## src/rtl/structures.sv

```systemverilog
// Shared types for the instruction packer: selector struct, format codes,
// field placement constants and the control FSM encoding.
package structures;

  typedef struct packed {
    logic CB_type;
    logic B_type;
    logic D_type;
  } format_type;

  typedef enum logic [1:0] {
    IDLE = 2'd0,
    RUN  = 2'd1,
    HALT = 2'd2
  } state_t;

  typedef enum logic [1:0] {
    FMT_I  = 2'b00,
    FMT_D  = 2'b01,
    FMT_B  = 2'b10,
    FMT_CB = 2'b11
  } fmt_code_t;

  localparam logic [5:0] I_LSB    = 6'd10;
  localparam logic [5:0] I_WIDTH  = 6'd12;
  localparam logic [5:0] D_LSB    = 6'd12;
  localparam logic [5:0] D_WIDTH  = 6'd9;
  localparam logic [5:0] B_LSB    = 6'd0;
  localparam logic [5:0] B_WIDTH  = 6'd26;
  localparam logic [5:0] CB_LSB   = 6'd5;
  localparam logic [5:0] CB_WIDTH = 6'd19;

  // Multi-hot selectors collapse onto the two-bit code, so CB wins over D|B.
  function automatic fmt_code_t decode_fmt(input format_type f);
    return fmt_code_t'({f.B_type | f.CB_type, f.D_type | f.CB_type});
  endfunction

endpackage

```

## src/rtl/instr_field_pack.sv

```systemverilog
// Combinational immediate insertion and signed range check for one instruction.
module instr_field_pack
  import structures::*;
(
  input  format_type  sel_fmt,
  input  logic [31:0] base_word,
  input  logic [63:0] imm_value,
  output logic [31:0] instr,
  output logic        range_err
);

  logic [5:0]  lsb;
  logic [5:0]  width;
  logic [31:0] mask;
  logic [63:0] upper;

  always_comb begin
    lsb   = I_LSB;
    width = I_WIDTH;
    case (decode_fmt(sel_fmt))
      FMT_D:   begin lsb = D_LSB;  width = D_WIDTH;  end
      FMT_B:   begin lsb = B_LSB;  width = B_WIDTH;  end
      FMT_CB:  begin lsb = CB_LSB; width = CB_WIDTH; end
      default: begin lsb = I_LSB;  width = I_WIDTH;  end
    endcase
  end

  always_comb begin
    mask  = (32'd1 << width) - 32'd1;
    instr = (base_word & ~(mask << lsb)) | ((imm_value[31:0] & mask) << lsb);
    // Bits above the field sign bit must all replicate it for the value to fit.
    upper = $unsigned($signed(imm_value) >>> (width - 6'd1));
    range_err = !((upper == '0) || (upper == '1));
  end

endmodule

```

## src/rtl/instr_packer.sv

```systemverilog
// Streams instructions through the field packer with a one-deep output
// register, address counter, saturating error count and IDLE/RUN/HALT control.
module instr_packer
  import structures::*;
#(
  parameter bit          HALT_ON_ERR = 1'b1,
  parameter logic [63:0] BASE_ADDR   = 64'h0
) (
  input  logic        clk,
  input  logic        reset,
  input  logic        start,
  input  logic        clr,
  input  logic        in_valid,
  output logic        in_ready,
  input  format_type  sel_fmt,
  input  logic [31:0] base_word,
  input  logic [63:0] imm_value,
  output logic        out_valid,
  input  logic        out_ready,
  output logic [31:0] out_instr,
  output logic [63:0] out_addr,
  output logic        range_err,
  output logic [15:0] err_count,
  output logic [1:0]  state_o
);

  state_t      state, state_nxt;
  logic [63:0] addr_cnt;
  logic [31:0] pack_instr;
  logic        pack_err;
  logic        accept;

  instr_field_pack u_pack (
    .sel_fmt   (sel_fmt),
    .base_word (base_word),
    .imm_value (imm_value),
    .instr     (pack_instr),
    .range_err (pack_err)
  );

  // Handshakes: a word moves when valid && ready on a rising edge; out_* hold
  // while out_valid && !out_ready, and intake only runs in RUN.
  assign in_ready = (state == RUN) && (!out_valid || out_ready);
  assign accept   = in_valid && in_ready;
  assign state_o  = state;

  always_comb begin
    state_nxt = state;
    if (clr) begin
      state_nxt = IDLE;
    end else begin
      case (state)
        IDLE:    if (start) state_nxt = RUN;
        RUN:     if (accept && pack_err && HALT_ON_ERR) state_nxt = HALT;
        default: state_nxt = state;
      endcase
    end
  end

  always_ff @(posedge clk or posedge reset) begin
    if (reset) state <= IDLE;
    else       state <= state_nxt;
  end

  always_ff @(posedge clk or posedge reset) begin
    if (reset) begin
      out_valid <= 1'b0;
      out_instr <= 32'h0;
      out_addr  <= BASE_ADDR;
      range_err <= 1'b0;
      err_count <= 16'h0;
      addr_cnt  <= BASE_ADDR;
    end else if (clr) begin
      out_valid <= 1'b0;
      err_count <= 16'h0;
      addr_cnt  <= BASE_ADDR;
    end else if (accept) begin
      out_valid <= 1'b1;
      out_instr <= pack_instr;
      out_addr  <= addr_cnt;
      range_err <= pack_err;
      addr_cnt  <= addr_cnt + 64'd4;
      if (pack_err && (err_count != 16'hFFFF)) err_count <= err_count + 16'd1;
    end else if (out_ready) begin
      out_valid <= 1'b0;
    end
  end

endmodule
```

## config.mk

```make
export PLATFORM = sky130hd
export DESIGN_NAME = instr_packer
export DESIGN_NICKNAME = d
export VERILOG_FILES = /design/src/rtl/structures.sv /design/src/rtl/instr_field_pack.sv /design/src/rtl/instr_packer.sv
export SDC_FILE = /design/constraint.sdc
export NUM_CORES = 1
export LEC_CHECK = 0
export CAP_MARGIN = 20
export CORE_MARGIN = 5
export CORE_UTILIZATION = 35
export CTS_CLUSTER_DIAMETER = 40
export DETAILED_ROUTE_END_ITERATION = 10
export DONT_BUFFER_PORTS = 1
export PLACE_DENSITY_LB_ADDON = 0.1
export RECOVER_POWER = 25
export SYNTH_ARGS = -nofsm -noshare
export SYNTH_HDL_FRONTEND = slang
export SYNTH_SLANG_ARGS = --single-unit
```

## constraint.sdc

```tcl
create_clock -name clk -period 5.3 [get_ports clk]
set_clock_uncertainty 0.2 [all_clocks]
set_input_delay 0.795 -clock clk [delete_from_list [all_inputs] [get_ports clk]]
set_output_delay 0.795 -clock clk [all_outputs]
set_load 0.02 [all_outputs]
```

==> flow_summary.json, run 1 <==
{
  "start_util_pct": 35.6,
  "cts_resized": 0,
  "routabilityCongestion": 0.956,
  "hold_viol": 0,
  "worst-setup-path-type": "input pin to flop",
  "final-setup-viol-count": 0,
  "clk_latency_ns": 0.44,
  "fin_tns_setup_ns": 0,
  "rows": 67,
  "critPathRequiredTime_ns": 5.42,
  "tightest_slew_ns": 0.976,
  "grt_max_degree": 170,
  "syn_avg_cell_area_um2": 7.86,
  "placed_cells": 1913,
  "r2r_start": "state_o[0]$_DFFE_PP0P_",
  "fin_cells": 1945,
  "drv_cap": 0,
  "numPortBuffers": 0,
  "cts_setup_buffers": 0,
  "drt_iter0_drc": 1072,
  "rsz0062_at_grt": "false",
  "drive_above_1_share_pct": 8.95,
  "synth_seq_cells": 176,
  "postRouteAntennaNets": 0,
  "p_switching_uw": 1140,
  "cts.clk_slew.worst_paths_ns": 0.06,
  "cp_max_fo": 59,
  "yosys_warnings": 0,
  "syn2layout_area_growth_pct": 10.1,
  "cp-start-kind": "input pin",
  "pwr-share-clk_pct": 37.6,
  "vias_per_cell": 6.02,
  "track_usage_pct": 23.1,
  "p_leak_uw": 0.00542,
  "wl_per_cell_um": 23.3,
  "yosys.area.top_type": "dfrtp_1",
  "drt-total-wl_mm": 45.4,
  "ios": 222,
  "ff2ff_path_depth": 10,
  "intPower_uw": 2480,
  "tritoncts": "yes",
  "power_frac_comb_pct": 18.3,
  "cp-end-kind": "flop",
  "synth_cells": 1522,
  "synth-edff-count": 0,
  "grt_pass1_wl_mm": 70.7,
  "finalCritPeriodShare_pct": 85.2,
  "drtPass1Iterations": 5,
  "final_max_slew_viol_count": 0,
  "antenna-diode-count": 0,
  "syn_area_um2": 12000,
  "status": "completed",
  "cts_num_sinks": 176,
  "holdPathStages": 1,
  "synthDistinctLibCells": 75,
  "async_reset_ff_share_pct": 100,
  "switching_share_pct": 31.4,
  "reg2reg_to": "addr_cnt[60]$_DFFE_PP0P_",
  "antenna_found_initial": 1,
  "drc": 0,
  "vias": 11707,
  "yosysSeqAreaShare_pct": 36.8,
  "die_h_um": 195,
  "grt_pass1_vias": 11380,
  "n_fill_cell": 3527,
  "hpwlAfterDp_mm": 32.5,
  "dieArea_um2": 38000,
  "yosys-top-cells-area": "dfrtp_1 (37%), nand2_1 (9.4%), a21oi_1 (4.4%), mux2i_1 (4.3%), o22ai_1 (4.0%)",
  "die_w_um": 195,
  "min_period_ns": 4.51,
  "r2r_slack_ns": 1.02,
  "cts_buffers": 17,
  "clockBufferDepth": 2,
  "critPathArrivalTime_ns": 4.63,
  "grt_overflow": 0,
  "core_area_um2": 33600,
  "h-tree-depth": 4,
  "synth_top_area_share_pct": 36.8,
  "hold_path.class": "input pin to flop",
  "seqPwrFrac_pct": 44.2,
  "max_freq_mhz": 222,
  "cts_hold_buf": 1,
  "irDropWorstVdd_mv": 0.218,
  "synth_ff_type": "dfrtp_1",
  "cts-root-buf": "clkbuf_16",
  "hp-start": "clr",
  "max-slew-margin-rel_pct": 35.0,
  "finalNetCount": 1594,
  "final_util_pct": 39.2,
  "p_per_area_nw_per_um2": 275,
  "whs_endpoint": "state_o[1]$_DFFE_PP0P_"
}
## layer usage
layer / up-vias / GRT usage [%] / part of all wire (%)
li1: 5470 / - / -
met1: 5690 / 33.1 / 46
met2: 496 / 34.5 / 44
met3: 49 / 7.18 / 9.3
met4: 2 / 4.76 / 1.2
met5: - / 0 / 0.029
## critical path, stage by stage
cell and delay [ns]:
or2_2 0.29, inv_1 0.10, ha_2 0.24, buf_12 0.23, xnor2_1 0.14, nand2_1 0.24, buf_4 0.27, o22ai_1 0.11
a2111oi_0 0.53, buf_4 0.23, nand4_1 0.11, nor4_1 0.33, and4_1 0.27, a211o_1 0.16, buf_12 0.18, nor4_1 0.07
mux2_2 0.31
## Yosys cell counts (all sizes together), types with 8 or more instances
master and count:
nand2 299, dfrtp 176, nor2 119, a21oi 108
o21ai 77, o22ai 77, clkbuf 68, mux2i 51
nor3 48, nand3 47, buf 46, a211oi 25
inv 25, xor2 25, nand4 22, or3 21
xnor2 21, nor2b 18, nor4 18, o31ai 16
a31oi 14, mux2 14, and3 13, nand2b 13
or4 13, o211ai 12, o221ai 9, or2 9
or3b 9, and2 8
## area by class of cell
type	count	area [um2]	share of cell area (%)
clock buffer	21	470	3.57
clock inverter	10	159	1.21
inverter	25	95.1	0.722
multi-input combinational	1208	6990	53.1
sequential	176	4400	33.4
tap	448	561	4.26
timing repair buffer	57	489	3.71
## cells in the final DEF (no fill, tap or decap), types with 46 or more instances in the layout
master | Yosys | routed
buf_4 | 7 | 50
nand3_1 | 47 | 47
nand2_1 | 299 | 299
o22ai_1 | 77 | 77
dfrtp_1 | 176 | 176
a21oi_1 | 106 | 106
o21ai_0 | 76 | 76
mux2i_1 | 51 | 51
nor2_1 | 119 | 118
nor3_1 | 46 | 46
## per-stage QoR
stage / area [um2] / hold slack (ns) / power, uW / worst slack (ns)
after floorplan: 12000 / 0.248 / 2070 / 0.0513
after global placement: 12500 / 0.285 / 2280 / 0.413
after detailed placement: 12500 / 0.288 / 2280 / 0.455
after CTS: 13200 / 0.193 / 3660 / 0.890
after global routing: 13200 / 0.216 / 3790 / 0.648
final: 13200 / 0.229 / 3620 / 0.786
## power groups by stage
stage | Clock (uW) | Combinational, uW | Sequential, uW
after global placement | 0 | 649 | 1630
final | 1360 | 662 | 1600
after detailed placement | 0 | 649 | 1630
after CTS | 1400 | 652 | 1600
after floorplan | 0 | 469 | 1600
after global routing | 1460 | 719 | 1610
## state kept, by name (all words and copies together), names as in the netlist
register	count
range_err	1
err_count	16
addr_cnt	62
out_addr	62
state_o	2
out_instr	32
out_valid	1
## cell families (layout without fill, tap and decap cells)
family / count (synthesis) / after routing / share of synthesized area, %
compound gates: 420 / 420 / 22.6
xor+xnor: 46 / 46 / 3.37
fa+ha+maj: 4 / 4 / 0.418
buf+inv: 139 / 113 / 5.05
flops: 176 / 176 / 36.8
mux: 66 / 66 / 5.77
other cells: 1 / 2 / 0.0313
simple gates: 670 / 670 / 26.0
## worst max path at each step
stage / start / endpoint / slack [ns] / depth (start not counted)
6_report: sel_fmt[2] / err_count[6]$_DFFE_PP0P_ / 0.79 / 17
2_1_floorplan: sel_fmt[1] / err_count[5]$_DFFE_PP0P_ / 0.05 / 23
5_1_grt: sel_fmt[2] / err_count[6]$_DFFE_PP0P_ / 0.65 / 15
3_3_place_gp: sel_fmt[2] / err_count[14]$_DFFE_PP0P_ / 0.41 / 15
3_5_place_dp: sel_fmt[2] / err_count[5]$_DFFE_PP0P_ / 0.45 / 17
4_1_cts: sel_fmt[2] / err_count[5]$_DFFE_PP0P_ / 0.89 / 17
No activity file was read; power rests on OpenSTA's default activity.
==> run 2: changes to the inputs <==
--- a/config.mk
+++ b/config.mk
@@ -15,4 +15,5 @@
 export RECOVER_POWER = 25
 export SYNTH_ARGS = -nofsm -noshare
 export SYNTH_HDL_FRONTEND = slang
+export SYNTH_HIERARCHICAL = 1
 export SYNTH_SLANG_ARGS = --single-unit
==> run 2 against run 1 <==
Effect of this change:
- the flow now finishes with violations (capacitance limit, slew limit)
- flip-flop and latch count stayed put
- critical path type unchanged
- die area is 7.4% higher
- synthesized area is 7.8% higher
- combinational power is 6.3% lower
- register-to-register slack better by 1.2 ns
- core utilization is 1.2 points lower
- non-clock buffer count is 19 lower
- global-route usage is 0.41 points lower
- via count is 1.0% higher
- wire length is 4.8% higher
- synthesized cell count is 4.1% lower
- largest cell class unchanged
==> flow_summary.json, run 2 <==
{
  "status": "finished, violations left",
  "violations": "capacitance limit, slew limit",
  "power_frac_comb_pct": 17.5,
  "tritoncts": "yes",
  "synth_seq_cells": 176,
  "core_area_um2": 36500,
  "cts_resized": 0,
  "p_per_area_nw_per_um2": 255,
  "final-setup-viol-count": 0,
  "drt-total-wl_mm": 47.6,
  "yosysSeqAreaShare_pct": 34.1,
  "cp-end-kind": "flop",
  "cts_setup_buffers": 0,
  "synth_most_common_cell": "dfrtp_1",
  "cts.clk_slew.worst_paths_ns": 0.07,
  "syn_area_um2": 12900,
  "grt_max_degree": 105,
  "irDropWorstVdd_mv": 0.230,
  "r2r_start": "state_o[1]$_DFFE_PP0P_",
  "synth_cells": 1460,
  "synthDistinctLibCells": 87,
  "grt_overflow": 0,
  "synth-edff-count": 0,
  "dieArea_um2": 40800,
  "final_max_slew_viol_count": 105,
  "cp-start-kind": "input pin",
  "n_fill_cell": 3745,
  "postPlaceCellArea_um2": 13300,
  "clk_latency_ns": 0.44,
  "routabilityCongestion": 0.935,
  "die_h_um": 202,
  "mostFrequentLayoutCell": "dfrtp_1",
  "syn2layout_area_growth_pct": 7.48,
  "p_leak_uw": 0.00536,
  "worstSetupStartpoint": "sel_fmt[2]",
  "cts_buffers": 17,
  "grt_pass1_vias": 11622,
  "start_util_pct": 35.3,
  "clockBufferDepth": 2,
  "drt_iter0_drc": 1022,
  "yosys-top-cells-area": "dfrtp_1 (34%), mux2_2 (11%), nand2_1 (4.0%), a21oi_1 (3.8%), mux4_2 (3.7%)",
  "synth_ff_type": "dfrtp_1",
  "drtPass1Iterations": 6,
  "numPortBuffers": 0,
  "cts_hold_buf": 0,
  "worst-setup-path-type": "input pin to flop",
  "drc": 0,
  "yosys.area.top_type": "dfrtp_1",
  "switching_share_pct": 31.5,
  "vias_per_cell": 6.32,
  "hold_path.class": "input pin to asynchronous set/reset pin",
  "synth_top_area_share_pct": 34.1,
  "syn_avg_cell_area_um2": 8.84,
  "drive_above_1_share_pct": 17.3,
  "rsz0062_at_grt": "false",
  "final_cell_area_um2": 13900,
  "wl_per_cell_um": 25.4,
  "h-tree-depth": 4,
  "hpwlAfterDp_mm": 33.0,
  "hold_viol": 0,
  "reg.largest.list": "addr_cnt x62, out_addr x62, out_instr x32",
  "drv_cap": 1,
  "final_util_pct": 38.0,
  "fin_tns_setup_ns": 0,
  "vias": 11826,
  "r2r_slack_ns": 2.20,
  "cp_max_fo": 62,
  "antenna-diode-count": 0,
  "critPathRequiredTime_ns": 5.43,
  "antenna_found_initial": 0,
  "pwr-share-clk_pct": 36.7,
  "p_switching_uw": 1120,
  "critPathArrivalTime_ns": 4.79,
  "async_reset_ff_share_pct": 100,
  "layout_common_cells": "dfrtp_1 (176), nand2_1 (137), mux2_2 (127)",
  "yosys_warnings": 6,
  "intPower_uw": 2420,
  "tightest_slew_ns": 2.70,
  "cts-root-buf": "clkbuf_16",
  "max_freq_mhz": 215,
  "ys_top_cells_by_count": "dfrtp_1 (176), nand2_1 (137), mux2_2 (127)",
  "track_usage_pct": 22.7,
  "postRouteAntennaNets": 0,
  "rows": 70,
  "cts_num_sinks": 176,
  "finalCritPeriodShare_pct": 88.0,
  "finalNetCount": 1498,
  "ios": 222,
  "min_period_ns": 4.66,
  "grt_pass1_wl_mm": 73.7,
  "max-slew-margin-rel_pct": -80.0,
  "seqPwrFrac_pct": 45.8,
  "die_w_um": 202
}
[run 2: cell types whose count changed in the layout (fill, tap and decap cells not counted), moves of 13 or more]
cell / delta
nand2_1: -162
mux2_2: +113
o22ai_1: -60
mux4_2: +20
buf_4: -19
nand4_1: +15
mux2i_1: -13
nand3_1: +13
o21ai_0: -13
o31ai_1: +13
[run 2: worst max-delay path, stage by stage]
cell and delay [ns]:
or2_2 0.34, inv_2 0.07, buf_4 0.30, ha_1 0.37, nor3_1 0.36, mux2_2 0.43
a2111oi_0 0.42, nand4_1 0.15, nor4_1 0.33, nand4_1 0.15, o31a_1 0.21, nand4bb_1 0.13
buf_4 0.17, a2111oi_2 0.07, nand3_1 0.11, mux2_2 0.33
[run 2: cell families (layout without fill, tap and decap cells)]
kind of cell | after synthesis | count (layout) | synth area share [%]
simple gates | 535 | 535 | 21.2
compound gates | 364 | 364 | 18.7
mux | 186 | 186 | 17.7
flops | 176 | 176 | 34.1
buf+inv | 159 | 100 | 5.54
xor+xnor | 35 | 35 | 2.38
fa+ha+maj | 4 | 4 | 0.388
other cells | 1 | 2 | 0.0291
[run 2: power groups by stage]
stage                     combinational, uW  sequential (uW)  clock [uW]
after floorplan                         497             1620           0
after global placement                  614             1650           0
after detailed placement                613             1650           0
after CTS                               615             1620        1340
after global routing                    672             1630        1400
final                                   620             1620        1300
[run 2: path summary, 6_finish.rpt]
check / endpoint / cells after the start
worst max-delay path: err_count[15]$_DFFE_PP0P_ / 16
worst min-delay path: out_instr[13]$_DFFE_PP0P_ / 1
worst max register to register: out_instr[22]$_DFFE_PP0P_ / 6
worst min register to register: out_addr[63]$_DFFE_PP0P_ / 1
max in group asynchronous: err_count[6]$_DFFE_PP0P_ / 2
min in group clk: err_count[13]$_DFFE_PP0P_ / 1
[run 2: layer usage]
| metal | up-vias | global-route usage [%] | routed length, um |
|---|---|---|---|
| li1 | 5346 | - | - |
| met1 | 5907 | 30.2 | 19900 |
| met2 | 511 | 37.2 | 22800 |
| met3 | 62 | 5.07 | 3720 |
| met4 | 0 | 6.67 | 1150 |
| met5 | - | 0 | 0 |
[run 2: cell type report]
cell class | instances | area (um2) | area share [%]
multi-input combinational | 1126 | 7810 | 56.3
inverter | 30 | 114 | 0.821
sequential | 176 | 4400 | 31.8
clock inverter | 13 | 153 | 1.10
clock buffer | 19 | 443 | 3.19
tap | 468 | 586 | 4.22
timing repair buffer | 38 | 358 | 2.58
[run 2: stage by stage]
stage | cells | total power, uW | setup WS (ns) | hold slack, ns
4_1_cts | 1870 | 3580 | 0.785 | 0.0525
5_1_grt | 1870 | 3700 | 0.451 | 0.186
3_3_place_gp | 1838 | 2260 | 0.314 | 0.315
3_5_place_dp | 1838 | 2260 | 0.321 | 0.323
2_1_floorplan | 1461 | 2120 | -0.0271 | 0.294
6_report | 1870 | 3540 | 0.638 | 0.218
